**config.mk**
```make
export PLATFORM = sky130hd
export DESIGN_NAME = i2c_mbus_byte_master
export DESIGN_NICKNAME = d
export VERILOG_FILES = /design/src/rtl/i2c_mbus_byte_master.sv
export SDC_FILE = /design/constraint.sdc
export NUM_CORES = 1
export LEC_CHECK = 0
export CELL_PAD_IN_SITES_DETAIL_PLACEMENT = 0
export CELL_PAD_IN_SITES_GLOBAL_PLACEMENT = 1
export CORE_MARGIN = 2
export CORE_UTILIZATION = 36
export DETAILED_ROUTE_END_ITERATION = 10
export HOLD_SLACK_MARGIN = 0.12
export PLACE_DENSITY_LB_ADDON = 0.1
export SYNTH_ARGS = -nofsm -noshare
export SYNTH_HDL_FRONTEND = slang
export SYNTH_SLANG_ARGS = --single-unit
```
**constraint.sdc**
```tcl
create_clock -name clk_i -period 3 [get_ports clk_i]
set_input_delay 0.75 -clock clk_i [delete_from_list [all_inputs] [get_ports clk_i]]
set_output_delay 0.75 -clock clk_i [all_outputs]
set_load 0.01 [all_outputs]
```
**src/rtl/i2c_mbus_byte_master.sv**
```systemverilog
// i2c_mbus_byte_master: command-driven I2C byte engine over NUM_BUSES selectable buses
module i2c_mbus_byte_master #(
  parameter int NUM_BUSES = 16,
  parameter int DIV_W = 16,
  localparam int BID_W = NUM_BUSES > 1 ? $clog2(NUM_BUSES) : 1
) (
  input  logic                 clk_i,
  input  logic                 rst_n_i,
  input  logic                 cmd_valid_i,
  output logic                 cmd_ready_o,
  input  logic [2:0]           cmd_code_i,
  input  logic [7:0]           cmd_data_i,
  output logic                 rsp_valid_o,
  output logic [2:0]           rsp_code_o,
  output logic [7:0]           rsp_data_o,
  input  logic [DIV_W-1:0]     div_i,
  input  logic [NUM_BUSES-1:0] scl_i,
  input  logic [NUM_BUSES-1:0] sda_i,
  output logic [NUM_BUSES-1:0] scl_oe_o,
  output logic [NUM_BUSES-1:0] sda_oe_o,
  output logic [BID_W-1:0]     bus_id_o,
  output logic                 bus_taken_o
);
  typedef enum logic [3:0] {
    S_IDLE, S_TAKEN, S_START, S_STOP, S_WBIT, S_WACK, S_RBIT, S_RACK, S_WAIT, S_RESP
  } state_t;
  localparam logic [2:0] C_START = 3'd0, C_STOP = 3'd1, C_WRITE = 3'd2, C_RACK = 3'd3,
                         C_RNAK = 3'd4, C_SETBUS = 3'd5, C_WAIT = 3'd6;
  localparam logic [2:0] R_DONE = 3'd0, R_ACK = 3'd1, R_NAK = 3'd2, R_BYTE = 3'd3,
                         R_ARB = 3'd4, R_ERR = 3'd5;
  state_t state_q, state_d;
  logic [1:0] phase_q, phase_d;
  logic [DIV_W-1:0] cnt_q, cnt_d, div_q, div_d, div_eff;
  logic [2:0] bit_q, bit_d, code_q, code_d, rcode_q, rcode_d;
  logic [7:0] sh_q, sh_d, rdata_q, rdata_d;
  logic taken_q, taken_d;
  logic [BID_W-1:0] bus_q, bus_d;
  logic scl_drv, sda_drv, scl_in, sda_in, active, hold, tick, in_range;
  assign div_eff = (div_i == '0) ? DIV_W'(1) : div_i;
  assign in_range = {24'd0, cmd_data_i} < 32'(NUM_BUSES);
  assign scl_in = scl_i[bus_q];
  assign sda_in = sda_i[bus_q];
  assign active = state_q inside {S_START, S_STOP, S_WBIT, S_WACK, S_RBIT, S_RACK, S_WAIT};
  assign hold = !scl_drv && !scl_in;
  assign tick = active && !hold && cnt_q == DIV_W'(1);
  assign cmd_ready_o = rst_n_i && (state_q == S_IDLE || state_q == S_TAKEN);
  assign rsp_valid_o = state_q == S_RESP;
  assign rsp_code_o = rsp_valid_o ? rcode_q : '0;
  assign rsp_data_o = rsp_valid_o ? rdata_q : '0;
  assign scl_oe_o = NUM_BUSES'(scl_drv) << bus_q;
  assign sda_oe_o = NUM_BUSES'(sda_drv) << bus_q;
  assign bus_id_o = bus_q;
  assign bus_taken_o = taken_q;
  // line drive per state/phase; outside a transfer SCL stays low only while we own the bus
  always_comb begin
    scl_drv = taken_q;
    sda_drv = 1'b0;
    case (state_q)
      S_START: begin
        scl_drv = (phase_q == 2'd0) ? taken_q : phase_q == 2'd3;
        sda_drv = phase_q[1];
      end
      S_STOP: begin
        scl_drv = phase_q == 2'd0 && taken_q;
        sda_drv = !phase_q[1];
      end
      S_WBIT, S_WACK, S_RBIT, S_RACK: begin
        scl_drv = phase_q[0] == phase_q[1];
        sda_drv = (state_q == S_WBIT) ? !sh_q[7] : (state_q == S_RACK) && code_q == C_RACK;
      end
      default: ;
    endcase
  end
  // command decode, quarter-bit sequencing and response generation
  always_comb begin
    state_d = state_q;
    phase_d = phase_q;
    cnt_d = cnt_q;
    div_d = div_q;
    bit_d = bit_q;
    sh_d = sh_q;
    code_d = code_q;
    rcode_d = rcode_q;
    rdata_d = rdata_q;
    taken_d = taken_q;
    bus_d = bus_q;
    if (active && !hold) cnt_d = tick ? div_q : cnt_q - DIV_W'(1);
    if (tick) phase_d = phase_q + 2'd1;
    case (state_q)
      S_IDLE, S_TAKEN: if (cmd_valid_i) begin
        code_d = cmd_code_i;
        sh_d = cmd_data_i;
        bit_d = '0;
        phase_d = '0;
        cnt_d = div_eff;
        div_d = div_eff;
        rdata_d = '0;
        rcode_d = R_ERR;
        state_d = S_RESP;
        case (cmd_code_i)
          C_START: state_d = S_START;
          C_STOP: state_d = S_STOP;
          C_WRITE: state_d = taken_q ? S_WBIT : S_RESP;
          C_RACK, C_RNAK: state_d = taken_q ? S_RBIT : S_RESP;
          C_SETBUS: if (!taken_q && in_range) begin
            bus_d = cmd_data_i[BID_W-1:0];
            rcode_d = R_DONE;
          end
          C_WAIT: begin
            state_d = (cmd_data_i == 8'd0) ? S_RESP : S_WAIT;
            rcode_d = R_DONE;
          end
          default: ;
        endcase
      end
      S_START: if (tick && phase_q == 2'd3) begin
        state_d = S_RESP;
        rcode_d = R_DONE;
        taken_d = 1'b1;
      end
      S_STOP: if (tick && phase_q == 2'd3) begin
        state_d = S_RESP;
        rcode_d = R_DONE;
        taken_d = 1'b0;
      end
      S_WBIT: if (tick && phase_q == 2'd1 && sh_q[7] && !sda_in) begin
        state_d = S_RESP;
        rcode_d = R_ARB;
        taken_d = 1'b0;
      end else if (tick && phase_q == 2'd3) begin
        sh_d = {sh_q[6:0], 1'b0};
        bit_d = bit_q + 3'd1;
        if (bit_q == 3'd7) state_d = S_WACK;
      end
      S_WACK: if (tick && phase_q == 2'd1) sh_d = {sh_q[7:1], sda_in};
        else if (tick && phase_q == 2'd3) begin
        state_d = S_RESP;
        rcode_d = sh_q[0] ? R_NAK : R_ACK;
      end
      S_RBIT: if (tick && phase_q == 2'd1) sh_d = {sh_q[6:0], sda_in};
        else if (tick && phase_q == 2'd3) begin
        bit_d = bit_q + 3'd1;
        if (bit_q == 3'd7) state_d = S_RACK;
      end
      S_RACK: if (tick && phase_q == 2'd3) begin
        state_d = S_RESP;
        rcode_d = R_BYTE;
        rdata_d = sh_q;
      end
      S_WAIT: if (tick && phase_q == 2'd3) begin
        sh_d = sh_q - 8'd1;
        if (sh_q == 8'd1) state_d = S_RESP;
      end
      S_RESP: state_d = taken_q ? S_TAKEN : S_IDLE;
      default: state_d = S_IDLE;
    endcase
  end
  // state register with synchronous active-low reset
  always_ff @(posedge clk_i) begin
    if (!rst_n_i) begin
      state_q <= S_IDLE;
      phase_q <= '0;
      cnt_q <= DIV_W'(1);
      div_q <= DIV_W'(1);
      bit_q <= '0;
      sh_q <= '0;
      code_q <= '0;
      rcode_q <= '0;
      rdata_q <= '0;
      taken_q <= 1'b0;
      bus_q <= '0;
    end else begin
      state_q <= state_d;
      phase_q <= phase_d;
      cnt_q <= cnt_d;
      div_q <= div_d;
      bit_q <= bit_d;
      sh_q <= sh_d;
      code_q <= code_d;
      rcode_q <= rcode_d;
      rdata_q <= rdata_d;
      taken_q <= taken_d;
      bus_q <= bus_d;
    end
  end
endmodule

```
# Word level (Yosys, flattened, before mapping)
# Cells that the tools add are included.
dict set report totals {
  word_cells 171
  reg_bits 68
  in_bits 62
}
dict set report classes {
  add_sub_neg 4
  eq_ne 41
  n_bitwise 1
  magnitude_cmp 2
  reduce_logical 45
  shift 2
  n_mux 64
}
# cell count
set op_table {}
lappend op_table {{16-bit 2-to-1 mux} 5}
lappend op_table {{8-bit 2-to-1 mux} 8}
lappend op_table {{4-bit 2-to-1 mux} 13}
lappend op_table {{8-bit one-hot mux with 5 select lines} 1}
lappend op_table {{3-bit 2-to-1 mux} 12}
lappend op_table {{1-bit by 4-bit << shifter with 16-bit output} 2}
lappend op_table {{4-bit one-hot mux with 7 select lines} 1}
lappend op_table {{2-bit by 1-bit != test with 1-bit output (second input constant)} 13}
lappend op_table {{7-bit AND reduction} 3}
lappend op_table {{4-bit one-hot mux with 5 select lines} 1}
lappend op_table {{16-bit by 1-bit equality test with 1-bit output (second input constant)} 1}
lappend op_table {{4-bit by 3-bit equality test with 1-bit output (second input constant)} 4}
lappend op_table {{16-bit zero test} 1}
lappend op_table {{8-bit one-hot mux with 2 select lines} 1}
lappend op_table {{16-bit by 1-bit subtractor with 16-bit output (second input constant)} 1}
lappend op_table {{3-bit one-hot mux with 5 select lines} 1}
lappend op_table {{3-bit equality test (second input constant)} 4}
lappend op_table {{4-bit AND reduction} 3}
lappend op_table {{1-bit logical AND} 11}
lappend op_table {{1-bit 2-to-1 mux} 10}
lappend op_table {{5-bit nonzero test} 2}
lappend op_table {{3-bit by 2-bit equality test with 1-bit output (second input constant)} 3}
lappend op_table {{1-bit one-hot mux with 3 select lines} 3}
lappend op_table {{3-bit one-hot mux with 3 select lines} 1}
lappend op_table {{35 further kinds} 54}

# Longest topological paths before layout
# Gate-level depths: netlist (run 1).
dict set report depth {
  depth_word 13
  mapped_depth 11
  ltp_nobuf 9
}

# Worst setup path after synthesis (run 1)
# No wires, ideal clock.
dict set report synth_timing {
  path_type {input to register}
  from {input scl_i[7]}
  to {register bit_q[0]}
  setup_time_ns 0.072
  t_arrival_ns 2.734
  required_ns 2.928
  setup_slack_ns 0.194
  path_stages 7
  cell_sequence {mux4_2 -> a22o_1 -> or3_1 -> clkbuf_1 -> and3_1 -> nor4_4 -> mux2i_1}
}
dict set report synth_via {
  elab_chain_cells 12
  elab_cells_between_ends 18
  cone_classes {2 x eq/ne; 6 x mux; 10 x reduce/logical}
}
# element line
set synth_lines {}
lappend synth_lines {{from (decl)} 17} ;# input logic [NUM_BUSES-1:0] scl_i,
lappend synth_lines {{1-bit binary-select mux with 4-bit select (*)} 41} ;# assign scl_in = scl_i[bus_q];
lappend synth_lines {{1-bit 2-to-1 mux (implied by the code) (*)} 41}
lappend synth_lines {{1-bit zero test (*)} 44} ;# assign hold = !scl_drv && !scl_in;
lappend synth_lines {{1-bit logical AND (*)} 44}
lappend synth_lines {{1-bit zero test (*)} 45} ;# assign tick = active && !hold && cnt_q == DIV_W'(1);
lappend synth_lines {{1-bit logical AND (*) (2 in series)} 45}
lappend synth_lines {{1-bit logical AND} {126, 140}}
lappend synth_lines {{1-bit logical AND (2 in series)} 126} ;# S_WBIT: if (tick && phase_q == 2'd1 && sh_q[7] && !sda_in) begin
lappend synth_lines {{2-bit != test (no source line)} n/a}
lappend synth_lines {{4-bit AND reduction (no source line)} n/a}
lappend synth_lines {{to (signal assigned)} 177} ;# bit_q <= bit_d;
lappend synth_lines {{to (decl)} 34} ;# logic [2:0] bit_q, bit_d, code_q, code_d, rcode_q, rcode_d;
# Mark *: on every way between the ends. The rest lies on a longest branch, timed or not. The select of a mux whose other input is x is not followed.
# A chain may end at the register's enable or synchronous reset.

# Final worst setup path (run 1)
dict set report layout_timing {
  from {input scl_i[7]}
  to {register state_q[1]}
}
dict set report layout_via {
  elab_chain_cells 12
  elab_cells_between_ends 22
  cone_classes {6 x eq/ne; 6 x mux; 10 x reduce/logical}
}
# element line
set layout_lines {}
lappend layout_lines {{1-bit binary-select mux with 4-bit select (*)} 41}
lappend layout_lines {{1-bit 2-to-1 mux (implied by the code) (*)} 41}
lappend layout_lines {{1-bit zero test (*)} 44}
lappend layout_lines {{1-bit logical AND (*)} 44}
lappend layout_lines {{1-bit zero test (*)} 45}
lappend layout_lines {{1-bit logical AND (*) (2 in series)} 45}
lappend layout_lines {{1-bit logical AND} {126, 135, 140}}
lappend layout_lines {{1-bit logical AND (2 in series)} 126}
lappend layout_lines {{3-bit by 1-bit != test with 1-bit output (no source line) or 4-bit 2-to-1 mux (tied branches)} n/a}
lappend layout_lines {{9-bit AND reduction (no source line) or 4-bit one-hot mux with 7 select lines (tied branches)} n/a}
lappend layout_lines {{to (signal assigned)} 173} ;# state_q <= state_d;
lappend layout_lines {{to (decl)} 31} ;# state_t state_q, state_d;
# Marked as above.

==> metrics.md, run 1 <==
| Metric | Value |
|---|---|
| Largest net degree at the start of global routing | `41` |
| Setup crit end kind | `flop` |
| Setup crit start kind | `input pin` |
| Post-route cell area | `0.00674 mm²` |
| Clk pwr share | `about 28%` |
| Worst-path clk slew | `60 ps` |
| Internal power | `2.55 mW` |
| Switching part of the total | `38.6%` |
| Place WS | `-311 ps` |
| R2R depth | `8` |
| Max-slew violation count | `0` |
| Final hold slack | `453 ps` |
| Yosys reg bits | `68` |
| Maximum operating frequency | `346 MHz` |
| Hold Vio Cnt, Final | `0` |
| # port buffers | `111` |
| First-pass GRT wire length | `26.8 mm` |
| EDFF count, synth | `0` |
| Worst EP required | `3230 ps` |
| Hpwl dp | `12.3 mm` |
| Vias | `approximately 5300` |
| Initial core utilization | `36.5%` |
| Post-synthesis simple-gate area fraction | `slightly above 30%` |
| Global-route usage over all layers | `around a quarter` |
| Max-slew headroom | `between 50% and 60%` |
| Mapped cell area | `0.00478 mm²` |
| Cell variety after synth | `78` |
| PD cells | `617 mW/mm²` |
| CTS tree | `done` |
| Sequential area share after synthesis | `between 20% and 30%` |
| Worst r2r dst | `sh_q[1]` |
| Drt pass-1 iters | `5` |
| Post-Synth XOR/XNOR Area | `0.550%` |
| Psw | `between 1.5 and 2 mW` |
| Final min period | `2890 ps` |
| RSZ-0062 raised after global routing | `false` |
| Critical Path Fanout Max | `4` |
| Mux cell area share after synthesis | `7.20%` |
| Max_cap viols | `0` |
| WHS Endpoint | `div_q[0]` |
| Maximum VDD drop | `0.000366 V` |
| Worst R2R Start | `state_q[3]` |
| IO Count | `112` |
| Share of post-route cells with drive strength above 1 | `17.9%` |
| Outcome | `completed` |
| Congestion Overflow GR | `0` |
| Post-Synth Adder-Cell Area | `under 10%` |
| FF-to-FF setup slack | `140 ps` |
| Leakage power | `2.68 nW` |
| WL/cell | `17.8 µm` |
| Layout Nets | `842` |
| Die Y-Extent | `119 µm` |
| Asr flop ratio synth | `0%` |
| Post-Place Cell Area | `0.00632 mm²` |
| Final WS setup | `108 ps` |
| Mapped Cells | `643` |
| Largest family of logic cells by synthesized area | `simple AND/OR/NAND/NOR gates` |
| Combinational share of power | `~41%` |
| Via density | `5.57` |
| Number of global-route vias before repair | `~5000` |
| Initial antenna violation count | `0` |
| Power share of the sequential group | `a little under a third` |
| FILL cells | `1283` |
| Actual slew at the worst max-slew pin | `705 ps` |
| Diodes inserted | `0` |
| Final ANT Viol Nets | `0` |
| CTS Buf Count | `9` |
| Arr. time, crit path | `3120 ps` |
| Setup CP Type | `in -> reg` |
| Synth Area in Compound Gates | `25.8%` |
| Placer's final routability congestion estimate | `0.878` |
| Hold Crit Start | `div_q[0]` |
| Remaining DRCs | `0` |
| Worst Hold Path Cells | `1` |
| H-tree levels | `3` |
| Final period util | `96.4%` |
| Worst-skew pair later-pin latency | `340 ps` |
| Endpoints failing setup | `0` |
| Core Area | `0.0131 mm²` |
| Most used flip-flop cell after synthesis | `dfxtp_1` |
| CTS Buffer Depth | `2` |
| Synthesized Nets | `714` |
| Final Power | `just over 4 mW` |
| Root buf cell | `clkbuf_16` |
| DR iter-0 viols | `394` |
| Area Overhead vs Synth | `41.0%` |
| Full die area | `0.0142 mm²` |
| Ys Warns | `0` |
| Clock sink count | `between 60 and 70` |
| Die width | `119 µm` |
| Worst hold path class | `reg -> reg` |
| Clk_skew | `about 6.3 ps` |
| Average cell area after synthesis | `7.43 µm²` |
| Total Routed Length | `about 17 mm` |
| Row count | `42` |
==> logic make-up (layout without fill, tap and decap cells) <==
family	Yosys count	count (layout)
simple gates	300	300
compound gates	182	182
flops	68	68
buf+inv	56	189
mux	25	25
fa+ha+maj	9	9
xor+xnor	3	3
==> flip-flops by register name (all words and copies together), names as in the netlist <==
| name | cells |
|---|---|
| bit_q | 3 |
| bus_id_o | 4 |
| bus_taken_o | 1 |
| cnt_q | 16 |
| code_q | 3 |
| div_q | 16 |
| phase_q | 2 |
| rcode_q | 3 |
| rdata_q | 8 |
| sh_q | 8 |
| state_q | 4 |
==> cell usage after synthesis (all sizes together), types with 5 or more instances <==
cell      n  area share, %
nor3     16            1.9
nor4      8            1.4
a21oi    61            6.5
and3     14            1.8
nand3    19            2.0
clkbuf   36            2.8
dfxtp    68             28
nor2    100            8.0
mux2      5            1.2
mux4      7            3.3
nand2b   11            1.4
or3       5           0.65
a31oi     5           0.65
inv      10           0.79
ha        9            2.4
mux2i    13            2.7
nor2b     7           0.92
nor3b     5           0.79
buf      10            1.5
o21ai    45            4.7
a221oi    7            1.8
nand2    89            7.0
o31ai     9            1.7
==> worst max path at each step <==
| stage | startpoint | end | slack, ps | depth (start not counted) |
|---|---|---|---|---|
| 4_1_cts | state_q[2] | sda_oe_o[6] | -20 | 8 |
| 6_report | scl_i[7] | state_q[1] | 110 | 6 |
| 3_3_place_gp | scl_i[7] | bit_q[0] | -240 | 7 |
| 2_1_floorplan | scl_i[7] | bit_q[0] | 190 | 7 |
| 3_5_place_dp | scl_i[7] | bit_q[0] | -310 | 7 |
| 5_1_grt | state_q[3] | sh_q[1] | 7 | 8 |
==> through the flow <==
stage                     std cells  setup TNS [ps]  util [%]
after floorplan                 643               0         -
after detailed placement        932          -11240      48.3
after global routing            952               0      51.5
final                           952               0      51.5
after global placement          932           -8560      48.3
after CTS                       951           -33.0      51.2
==> power groups by stage <==
stage          clock (mW)  sequential [mW]  combinational (mW)
2_1_floorplan           0             1.20                1.14
4_1_cts              1.20             1.27                1.67
3_5_place_dp            0             1.28                1.65
6_report             1.18             1.27                1.71
5_1_grt              1.24             1.30                1.89
3_3_place_gp            0             1.27                1.64
==> cells in the final DEF, fill, tap and decap left out, types with 14 or more instances in the layout <==
master,synthesis,final
nor2_1,98,96
nand3_1,19,19
a21oi_1,60,59
clkdlybuf4s50_1,0,79
and3_1,14,14
nand2_1,89,87
buf_4,3,46
dfxtp_1,68,65
o21ai_0,43,42
==> worst max-delay path, stage by stage <==
cell             delay (ps)
clkdlybuf4s50_1         410
mux4_2                  480
a22o_1                  300
or3_1                   430
a311o_1                 380
o32ai_1                 370
==> timing repair <==
item | in CTS | in global routing
endpoints found under the setup margin | 33 | 46
hold buffers | 0 | 0
setup buffers | 3 | 1
resized for setup | 51 | 40
pin swaps | 2 | 1
==> layout make-up <==
type                    count  area, µm²  share of cell area, %
clock buffers              11        243                   3.60
clock inverters             5       85.1                   1.26
inverters                  10       37.5                  0.557
multi-input cells         519       3280                   48.7
flip-flops and latches     68       1370                   20.3
well taps                 176        220                   3.27
repair buffers            163       1500                   22.3
==> metal layers <==
metal  vias to the layer above  global-route usage (%)  wire (µm)
met5                         -                       0          0
met4                         0                    7.14        223
met3                        17                    4.60        870
met2                       149                    39.5       8190
met1                      2547                    31.3       7640
li1                       2589                       -          -
Note: power is estimated with default switching activity, not from simulation.
==> inputs of run 2 (changes only) <==
--- a/config.mk
+++ b/config.mk
@@ -5,13 +5,15 @@
 export SDC_FILE = /design/constraint.sdc
 export NUM_CORES = 1
 export LEC_CHECK = 0
+export ABC_AREA = 1
 export CELL_PAD_IN_SITES_DETAIL_PLACEMENT = 0
 export CELL_PAD_IN_SITES_GLOBAL_PLACEMENT = 1
 export CORE_MARGIN = 2
-export CORE_UTILIZATION = 36
+export CORE_UTILIZATION = 35
 export DETAILED_ROUTE_END_ITERATION = 10
 export HOLD_SLACK_MARGIN = 0.12
 export PLACE_DENSITY_LB_ADDON = 0.1
 export SYNTH_ARGS = -nofsm -noshare
 export SYNTH_HDL_FRONTEND = slang
 export SYNTH_SLANG_ARGS = --single-unit
+export TNS_END_PERCENT = 50
==> run 2 against run 1 <==
Combinational power rose by 64%; global-route usage shrank 1.6 points; setup slack improved by 59 ps; sequential power rose by 13%; critical path depth rose by 5; clock skew increased by 1.4 ps; area after synthesis shrank 0.58%; critical path type is now reg -> out; critical endpoint is now sda_oe_o[15]; largest cell class unchanged; largest power group unchanged.
==> metrics.md, run 2 <==
| Metric | Value |
|---|---|
| Outcome | `completed` |
| Max-slew violation count | `0` |
| Actual slew at the worst max-slew pin | `around 860 ps` |
| WL/cell | `roughly 14 µm` |
| CTS tree | `done` |
| Clk_skew | `~7.6 ps` |
| Remaining DRCs | `0` |
| Biggest regs | `cnt_q: 16 flops, div_q: 16 flops` |
| Final min period | `2830 ps` |
| Number of global-route vias before repair | `5104` |
| RSZ-0062 raised after global routing | `true` |
| EDFF count, synth | `0` |
| Mapped Cells | `just under 800` |
| Vias | `roughly 5500` |
| Clock sink count | `68` |
| Initial core utilization | `35.9%` |
| Total Routed Length | `15.6 mm` |
| Initial antenna violation count | `0` |
| Most common cell after layout, fill and taps aside | `nand2_1` |
| Sequential area share after synthesis | `28.7%` |
| Largest net degree at the start of global routing | `33` |
| Drt pass-1 iters | `5` |
| Endpoints failing setup | `0` |
| Setup CP Type | `reg -> out` |
| Max_cap viols | `0` |
| Yosys reg bits | `68` |
| Most common cell in the netlist | `nand2_1` |
| Die width | `about 120 µm` |
| Leakage power | `2.85 nW` |
| Ranking of synthesized cells by area | `dfxtp_1, nand2_1, nor2_1` |
| Row count | `42` |
| # port buffers | `between 100 and 150` |
| Critical Path Fanout Max | `6` |
| Area Overhead vs Synth | `35.7%` |
| Worst hold path class | `reg -> reg` |
| Max-slew headroom | `42.7%` |
| Setup crit start kind | `flop` |
| Arr. time, crit path | `2080 ps` |
| Final hold slack | `462 ps` |
| Cell variety after synth | `44` |
| Ys Warns | `0` |
| Post-route cell area | `0.00645 mm²` |
| Asr flop ratio synth | `0%` |
| Final ANT Viol Nets | `0` |
| Crit path max-delay family | `simple AND/OR/NAND/NOR gates` |
| Mapped cell area | `0.00475 mm²` |
| Layout Nets | `967` |
| First-pass GRT wire length | `25.9 mm` |
| Hpwl dp | `~12 mm` |
| Placer's final routability congestion estimate | `0.891` |
| Maximum operating frequency | `between 300 and 400 MHz` |
| PD cells | `832 mW/mm²` |
| Via density | `5.09` |
| Worst-path clk slew | `60 ps` |
| IO Count | `between 100 and 150` |
| Core Area | `around 0.013 mm²` |
| Slowest CP cell | `dfxtp_2` |
| CTS Buf Count | `9` |
| Worst EP required | `2250 ps` |
| DR iter-0 viols | `363` |
| CP peak stage delay | `360 ps` |
| Worst-skew pair later-pin latency | `between 300 and 400 ps` |
| Share of the synthesized area in the top cell type | `between 20% and 30%` |
| Final period util | `94.4%` |
| CP bufs+invs | `3` |
| Synthesized Nets | `845` |
| Leading area contributor after synthesis | `dfxtp_1` |
| Post-Place Cell Area | `0.00617 mm²` |
| Post-CTS Setup Inserts | `0` |
| Diodes inserted | `0` |
| Share of post-route cells with drive strength above 1 | `roughly 11%` |
| Most frequent cells in the layout | `nand2_1, nor2_1, inv_1` |
| Hold Vio Cnt, Final | `0` |
| TNS Setup | `0 ps` |
| Average cell area after synthesis | `around 6.1 µm²` |
| H-tree levels | `3` |
| Crit path cell chain | `inv_1 -> nor2_4 -> inv_2 -> nor2_2 -> nand3_2 -> o221ai_4 -> nand2_1 -> nor2_1 -> nand2_1 -> nor2_1 -> dlygate4sd2_1` |
| Global-route usage over all layers | `between 20% and 30%` |
| Die Y-Extent | `121 µm` |
| CTS Buffer Depth | `2` |
| Congestion Overflow GR | `0` |
| Most used flip-flop cell after synthesis | `dfxtp_1` |
| Synth cell count leaders | `nand2_1, nor2_1, inv_1` |
| Maximum VDD drop | `0.000489 V` |
| Full die area | `0.0145 mm²` |
| Root buf cell | `clkbuf_16` |
| Setup crit end kind | `primary output` |
[run 2: changes by cell type after synthesis, moves of 17 or more]
cell,before,now
inv_1,10,96
nand2_1,89,159
nor2_1,98,135
a21oi_1,60,28
clkbuf_1,36,14
nand3_1,19,38
o21ai_0,43,61
o22ai_1,4,21
[run 2: timing repair]
action / 4_1_cts / 5_1_grt
gates cloned: 0 / 0
hold buffers: 0 / 0
resized for setup: 36 / 48
endpoints found under the setup margin: 32 / 32
[run 2: worst min-delay path: cells and delay by family, from the launching register on]
kind / cells / cell delay [ps]
and+or+nand+nor: 1 / 50
AOI/OAI and AO/OA: 1 / 50
DFF: 1 / 330
[run 2: layer usage]
layer,up-vias,global-route usage [%],share of wire [%]
met3,16,4.39,6.4
met5,-,0,0
met1,2500,32.0,49
met4,0,5.60,1.1
li1,2791,-,-
met2,175,33.7,43
[run 2: logic make-up (layout without fill, tap and decap cells)]
| group | Yosys count | count (layout) | share of synthesized area, % |
|---|---|---|---|
| xor gates and xnor gates | 11 | 11 | 2.03 |
| adders and majority gates | 9 | 9 | 2.37 |
| buffers and inverters | 133 | 260 | 10.8 |
| and+or+nand+nor | 404 | 404 | 38.0 |
| AOI/OAI and AO/OA | 149 | 149 | 18.2 |
| DFF | 68 | 68 | 28.7 |
[run 2: through the flow]
stage                     setup WS (ps)  power [mW]  std cells  utilization (%)
after floorplan                     446        3.37        774                -
after global placement             88.7        4.17       1061             46.6
after detailed placement          -3.30        4.19       1061             46.6
after CTS                          50.4        5.35       1077             48.7
after global routing              -3.13        5.84       1077             48.7
final                               168        5.36       1077             48.7
[run 2: report_power, final]
group / internal [mW] / leakage (nW) / switching, mW
combinational: 1.06 / 2.14 / 1.74
clock: 0.729 / 0.151 / 0.411
sequential: 1.18 / 0.560 / 0.246
total: 2.97 / 2.85 / 2.40
[run 2: layout make-up]
cell class	count	area, µm²
multi-input cells	573	2930
clock buffers	12	236
flip-flops and latches	68	1370
inverters	107	402
repair buffers	137	1220
clock inverters	4	73.8
well taps	176	220
fillers	1389	6800
[run 2: worst paths after layout]
| path | from | end | slack, ps | cells past startpoint |
|---|---|---|---|---|
| setup / recovery | state_q[2] | sda_oe_o[15] | 170 | 11 |
| hold reg to reg | div_q[10] | div_q[10] | 460 | 2 |
| hold / removal | div_q[10] | div_q[10] | 460 | 2 |
| setup reg to reg | bus_id_o[0] | sh_q[5] | 520 | 12 |
==> inputs of run 3 (changes only) <==
--- a/config.mk
+++ b/config.mk
@@ -8,6 +8,7 @@
 export ABC_AREA = 1
 export CELL_PAD_IN_SITES_DETAIL_PLACEMENT = 0
 export CELL_PAD_IN_SITES_GLOBAL_PLACEMENT = 1
+export CORE_ASPECT_RATIO = 0.8
 export CORE_MARGIN = 2
 export CORE_UTILIZATION = 35
 export DETAILED_ROUTE_END_ITERATION = 10
==> run 3 against run 2 <==
Clock power shrank 5%; combinational power is essentially flat; die area is essentially flat; flip-flop and latch count is the same; register-to-register slack is essentially flat; worst hold slack gained 4.5 ps; critical endpoint is now scl_oe_o[3]; largest cell class unchanged; largest power group unchanged.
==> metrics.md, run 3 (synthesized netlist as in run 2, its figures left out) <==
| Metric | Value |
|---|---|
| Outcome | `completed` |
| Endpoints failing setup | `0` |
| Clk_skew | `7.26 ps` |
| Via density | `5.08` |
| Final min period | `2870 ps` |
| Worst EP required | `~2300 ps` |
| Share of post-route cells with drive strength above 1 | `a little under an eighth` |
| Leakage power | `2.86 nW` |
| Die Y-Extent | `108 µm` |
| Final period util | `95.7%` |
| Max_cap viols | `0` |
| Drt pass-1 iters | `5` |
| Arr. time, crit path | `2120 ps` |
| CTS Buf Count | `9` |
| Setup crit end kind | `primary output` |
| DR iter-0 viols | `367` |
| Diodes inserted | `0` |
| Post-Place Cell Area | `0.00618 mm²` |
| Post-route cell area | `~0.0065 mm²` |
| Hold Vio Cnt, Final | `0` |
| Most common cell after layout, fill and taps aside | `nand2_1` |
| Setup crit start kind | `flop` |
| CTS Buffer Depth | `2` |
| Max-slew headroom | `45.8%` |
| Max-slew violation count | `0` |
| Final ANT Viol Nets | `0` |
| TNS Setup | `0 ps` |
| WL/cell | `between 10 and 15 µm` |
| Worst hold path class | `reg -> reg` |
| Place WS | `58.0 ps` |
| PD cells | `826 mW/mm²` |
| Global-route usage over all layers | `a little under a quarter` |
| Number of global-route vias before repair | `4972` |
| Core Area | `0.0134 mm²` |
| Layout Nets | `966` |
| Die width | `134 µm` |
| Maximum operating frequency | `about 350 MHz` |
| # port buffers | `111` |
| Congestion Overflow GR | `0` |
| Root buf cell | `clkbuf_16` |
| H-tree levels | `3` |
| Remaining DRCs | `0` |
| Setup CP Type | `reg -> out` |
| Initial core utilization | `35.4%` |
| Actual slew at the worst max-slew pin | `around 810 ps` |
| Worst-path clk slew | `roughly 60 ps` |
| Full die area | `0.0145 mm²` |
| Total Routed Length | `approximately 16 mm` |
| Worst-skew pair later-pin latency | `~350 ps` |
| Area Overhead vs Synth | `35.8%` |
| Placer's final routability congestion estimate | `0.889` |
| Row count | `38` |
| Initial antenna violation count | `0` |
| First-pass GRT wire length | `26.0 mm` |
| Final WS setup | `130 ps` |
| Critical Path Fanout Max | `4` |
| Maximum VDD drop | `0.000481 V` |
| Clock sink count | `68` |
| Largest net degree at the start of global routing | `33` |
| RSZ-0062 raised after global routing | `true` |
| Vias | `5488` |
| Hpwl dp | `12.2 mm` |
| CTS tree | `done` |
| Final Power | `5.33 mW` |
| Biggest regs | `cnt_q: 16 flops, div_q: 16 flops` |
| # hold bufs at CTS | `0` |
| Most frequent cells in the layout | `nand2_1, nor2_1, inv_1` |
| IO Count | `112` |
## run 3: report_power, final
| part | switching, mW | internal, mW |
|---|---|---|
| logic | 1.76 | 1.07 |
| registers | 0.246 | 1.18 |
| clock network | 0.413 | 0.665 |
## run 3: per-layer routing
layer  GRT usage [%]  wire, µm  up-vias
met5               0         0        -
met4            5.71       209        0
met3            4.83      1010       17
met2            33.2      6600      186
met1            33.6      8230     2496
li1                -         -     2789
## run 3: worst max-delay path: stages (launching register included)
cell           delay (ps)
dfxtp_1               300
buf_4                 150
nor2_4                150
nand2_1               110
inv_2                 130
nor2_4                 60
nand2_1                70
nand2_2               120
nor2_2                120
nand2_1               120
nor3_1                150
dlygate4sd2_1         290
## run 3: area by class of cell
cell class,instances,area (µm²)
clock buffers,12,246
repair buffers,136,1230
inverters,107,402
well taps,180,225
multi-input cells,573,2930
fillers,1406,6960
flip-flops and latches,68,1370
clock inverters,4,48.8
## run 3: what timing repair did
action,in CTS,in global routing
resized for setup,34,55
setup endpoints to repair,32,32
buffers inserted,0,0
pin swaps,2,1
## run 3: path summary, 6_finish.rpt
check                   from     endpoint  slack (ps)  cells after the start
setup / recovery  state_q[2]  scl_oe_o[3]         130                     11
hold / removal      div_q[2]     div_q[2]         470                      2
setup reg to reg    cnt_q[7]      sh_q[4]         520                     12
hold reg to reg     div_q[2]     div_q[2]         470                      2
## run 3: through the flow
| step | hold slack (ps) | std cells | util, % |
|---|---|---|---|
| after floorplan | 423 | 774 | - |
| after global placement | 439 | 1064 | 46.1 |
| after detailed placement | 450 | 1064 | 46.1 |
| after CTS | 465 | 1080 | 48.1 |
| after global routing | 491 | 1080 | 48.1 |
| final | 467 | 1080 | 48.1 |
==> RTL edit 1 (flow settings as in run 3) <==
Reset style: asynchronous (`rst_n_i`), changed in one clocked block. Comments in the files are not updated.
--- a/src/rtl/i2c_mbus_byte_master.sv
+++ b/src/rtl/i2c_mbus_byte_master.sv
@@ -158,3 +158,3 @@
   // state register with synchronous active-low reset
-  always_ff @(posedge clk_i) begin
+  always_ff @(posedge clk_i or negedge rst_n_i) begin
     if (!rst_n_i) begin
Behaviour: differs if rst_n_i is asserted again (counterexample within 4 cycles, from zero or initial values and one cycle with rst_n_i low); with rst_n_i held inactive, the same outputs for 4 cycles.
==> RTL edit 1 against run 3 <==
  * Design area up 1.7%
  * Critical endpoint is now sda_oe_o[15]
  * Area after synthesis up 3.4%
  * Wire length down 1.5%
  * Sequential power up 13%
  * Sequential cell count unchanged
  * Power up 5.4%
  * Synthesized cell count down 2.6%
  * Worst setup slack worse by 78 ps
  * Largest cell class unchanged
  * Clock skew up 1.1 ps
  * Critical path depth up 1
  * Critical path type unchanged
==> RTL edit 1: results (changes against run 3) <==
| Metric | Value |
|---|---|
| Outcome | `complete, no violations (unchanged)` |
| Critical Path End | `sda_oe_o[15] (was scl_oe_o[3])` |
| Layout Nets | `950 (was 966)` |
| Design area | `6560 sq um (was 6450 sq um)` |
| Clock latency on the worst-skew pair | `330 ps (was 350 ps)` |
| Post-CTS resize count | `36 (was 34)` |
| Reg-to-reg slack, setup | `680 ps (was 520 ps)` |
| Area after DPL | `6330 sq um (was 6180 sq um)` |
| Metal2 WL | `6.57 mm (was 6.60 mm)` |
| Worst Skew | `8.40 ps (was 7.26 ps)` |
| First-pass GRT wire length | `25.4 mm (was 26.0 mm)` |
| M1 wire length | `7.83 mm (was 8.23 mm)` |
| Final wirelength | `15.8 mm (was 16.0 mm)` |
| All-layer global routing usage | `0.217 (was 0.226)` |
| Area share of fa/ha/maj cells after synthesis | `0.0229 (was 0.0237)` |
| Met2 Track Usage GR | `0.334 (was 0.332)` |
| Clock Power Share | `0.183 (was 0.202)` |
| Detail Placement HPWL | `12.1 mm (was 12.2 mm)` |
| Compound-Gate Fraction of Synth Area | `0.154 (was 0.182)` |
| End of the worst register-to-register path | `state_q[2] (was sh_q[4])` |
| Final worst-path cycle share | `0.982 (was 0.957)` |
| Iter 0 DRT Violations | `379 (was 367)` |
| Max Fanout on Critical Path | `5 (was 4)` |
| Seq/Total Area, Yosys | `0.347 (was 0.287)` |
| Top_reg_cell synth | `dfrtp_1 (was dfxtp_1)` |
| Fillers | `1,384 (was 1,406)` |
| Maximum vdd drop | `0.543 mV (was 0.481 mV)` |
| Met3 GRT Util | `0.0466 (was 0.0483)` |
| Largest net degree at the start of global routing | `44 (was 33)` |
| Async S/R FF share, synth | `1.00 (was 0)` |
| Post-synth top cells | `nand2_1 (203), nor2_1 (111), inv_1 (91) (was nand2_1 (159), nor2_1 (135), inv_1 (96))` |
| Syn Nets | `825 (was 845)` |
| Net Sw Power | `2600 uW (was 2420 uW)` |
| Comb pwr | `2970 uW (was 2830 uW)` |
| FF-to-FF Start | `state_q[2] (was cnt_q[7])` |
| GR Layer Usage met1 | `0.313 (was 0.336)` |
| HP Class | `input pin to asynchronous set/reset pin (was flop to flop)` |
| Vias | `5,320 (was 5,488)` |
RTL edit 1: cell types whose count changed in the layout (fill, tap and decap cells not counted), sizes merged, moves of 5 or more:
cell           before  now
nor2              149  121
nand4              11    6
dfrtp               0   66
dfxtp              68    0
a21oi              29   16
o21ai              67   86
nand3              41   61
nor3               28   11
inv               104   98
o221ai              2    7
nand2             165  208
clkbuf             26   31
o22ai              21    0
clkdlybuf4s15       6    0
RTL edit 1: final cells by class:
class | instances | area share
multi-input cells | 563 | 0.420
clock buffers | 14 | 0.0433
well taps | 180 | 0.0343
inverters | 100 | 0.0572
repair buffers | 137 | 0.185
clock inverters | 1 | 0.000763
flip-flops and latches | 68 | 0.260
RTL edit 1: worst max-delay path, cell delays in order (launching register included):
cell and delay [ps]:
dfrtp_1 430, inv_1 120, nand2_2 100, nor2_2 140, inv_2 50, o21ai_0 140, a21oi_1 70, o21ai_2 90
nand2_1 110, nor2_1 150, nand2_1 100, nor2_1 80, dlygate4sd2_1 280
==> RTL edit 2 (flow settings as in run 3) <==
Made on the original files. Set the parameter `DIV_W` to 24 (it was 16).
--- a/src/rtl/i2c_mbus_byte_master.sv
+++ b/src/rtl/i2c_mbus_byte_master.sv
@@ -3,3 +3,3 @@
   parameter int NUM_BUSES = 16,
-  parameter int DIV_W = 16,
+  parameter int DIV_W = 24,
   localparam int BID_W = NUM_BUSES > 1 ? $clog2(NUM_BUSES) : 1
Interface: changed (resized div_i); port bits go from 112 to 120. The function was not compared with the original's and may differ.
==> RTL edit 2 against run 3 <==
  * Combinational power rose by 14%
  * Via count rose by 10%
  * Area after synthesis rose by 19%
  * Register-to-register slack got worse by 70 ps
  * Largest cell class unchanged
  * Worst setup slack got worse by 16 ps
  * Sequential cell count grew 16
  * Design area is 16% higher
  * Global-route usage decreased by 0.59 points
  * Power rose by 14%
  * Critical path depth fell by 7
  * Wire length grew 17%
  * Clock skew increased by 2.2 ps
==> RTL edit 2: results (changes against run 3) <==
| Metric | Value |
|---|---|
| Worst EP arrival | `2140 ps (was 2120 ps)` |
| Area share of fa/ha/maj cells after synthesis | `0.0199 (was 0.0237)` |
| Number of global-route vias before repair | `5,625 (was 4,972)` |
| Routability cong. | `0.912 (was 0.889)` |
| Share of cells above drive strength 1 | `0.120 (was 0.118)` |
| Metal2 WL | `7.12 mm (was 6.60 mm)` |
| Top post-synthesis cells by area | `dfxtp_1 (30%), nand2_1 (10%), nor2_1 (9.0%), inv_1 (7.2%), o21ai_0 (6.6%) (was dfxtp_1 (29%), nand2_1 (13%), nor2_1 (11%), inv_1 (7.6%), o21ai_0 (6.4%))` |
| Layout Nets | `1,093 (was 966)` |
| Vias | `6,041 (was 5,488)` |
| Post-synth top cells | `nand2_1 (152), nor2_1 (136), inv_1 (109) (was nand2_1 (159), nor2_1 (135), inv_1 (96))` |
| Max Fanout on Critical Path | `2 (was 4)` |
| Critical Path Max Stage Delay | `560 ps (was 300 ps)` |
| Worst Skew | `9.44 ps (was 7.26 ps)` |
| Iter 0 DRT Violations | `336 (was 367)` |
| Top Registers | `cnt_q (24), div_q (24) (was cnt_q (16), div_q (16))` |
| Seq/Total Area, Yosys | `0.297 (was 0.287)` |
| Detail Placement HPWL | `14.2 mm (was 12.2 mm)` |
| GR Layer Usage met1 | `0.350 (was 0.336)` |
| M1 wire length | `10.2 mm (was 8.23 mm)` |
| Fillers | `1,744 (was 1,406)` |
| All-layer global routing usage | `0.220 (was 0.226)` |
| Total power | `6070 uW (was 5330 uW)` |
| Sequential share of power | `0.290 (was 0.267)` |
| Pleak | `0.00337 uW (was 0.00286 uW)` |
| Met3 GRT Util | `0.0473 (was 0.0483)` |
| Net Sw Power | `2830 uW (was 2420 uW)` |
| Outcome | `complete, no violations (unchanged)` |
| Clock Power Share | `0.179 (was 0.202)` |
| Number of I/O port buffers | `119 (was 111)` |
| Area after DPL | `7180 sq um (was 6180 sq um)` |
| Netlist cell types | `49 (was 44)` |
| Syn Nets | `967 (was 845)` |
## RTL edit 2: cell count changes after synthesis, sizes merged, moves of 6 or more
| cell | before | now |
|---|---|---|
| nor2 | 149 | 164 |
| xor2 | 5 | 11 |
| inv | 104 | 130 |
| a21oi | 29 | 50 |
| o21ai | 67 | 80 |
| buf | 12 | 18 |
| dfxtp | 68 | 84 |
| nand3 | 41 | 58 |
## RTL edit 2: worst max-delay path: cells and delay by family
kind | cells | cell delay, ps
and+or+nand+nor | 1 | 190
buffers and inverters | 3 | 1190
## RTL edit 2: cell families after synthesis
| family | Yosys count |
|---|---|
| xor gates and xnor gates | 15 |
| and+or+nand+nor | 429 |
| AOI/OAI and AO/OA | 187 |
| buffers and inverters | 164 |
| adders and majority gates | 9 |
| DFF | 84 |
## RTL edit 2: per-stage QoR
| step | instances | setup WS [ps] |
|---|---|---|
| 6_report | 1234 | 114 |
| 5_1_grt | 1234 | -35.1 |
| 4_1_cts | 1234 | -159 |
| 3_5_place_dp | 1218 | 41.7 |
| 3_3_place_gp | 1218 | 23.8 |
| 2_1_floorplan | 888 | 515 |
## RTL edit 2: layout make-up
type	instances	area share
flip-flops and latches	84	0.225
clock inverters	4	0.00400
clock buffers	12	0.0342
repair buffers	146	0.184
well taps	215	0.0359
multi-input cells	640	0.450
inverters	133	0.0669
## RTL edit 2: timing repair
item | in CTS | in global routing
endpoints found under the setup margin | 32 | 32
buffers inserted | 0 | 0
pin swaps | 0 | 1
gates resized for setup | 33 | 20
## RTL edit 2: final timing paths
path | start | to | slack, ps | cells after the start
worst min register to register | div_q[18] | div_q[18] | 450 | 2
worst max register to register | cnt_q[9] | sh_q[7] | 450 | 13
worst min-delay path | div_q[18] | div_q[18] | 450 | 2
worst max-delay path | rst_n_i | cmd_ready_o | 110 | 4
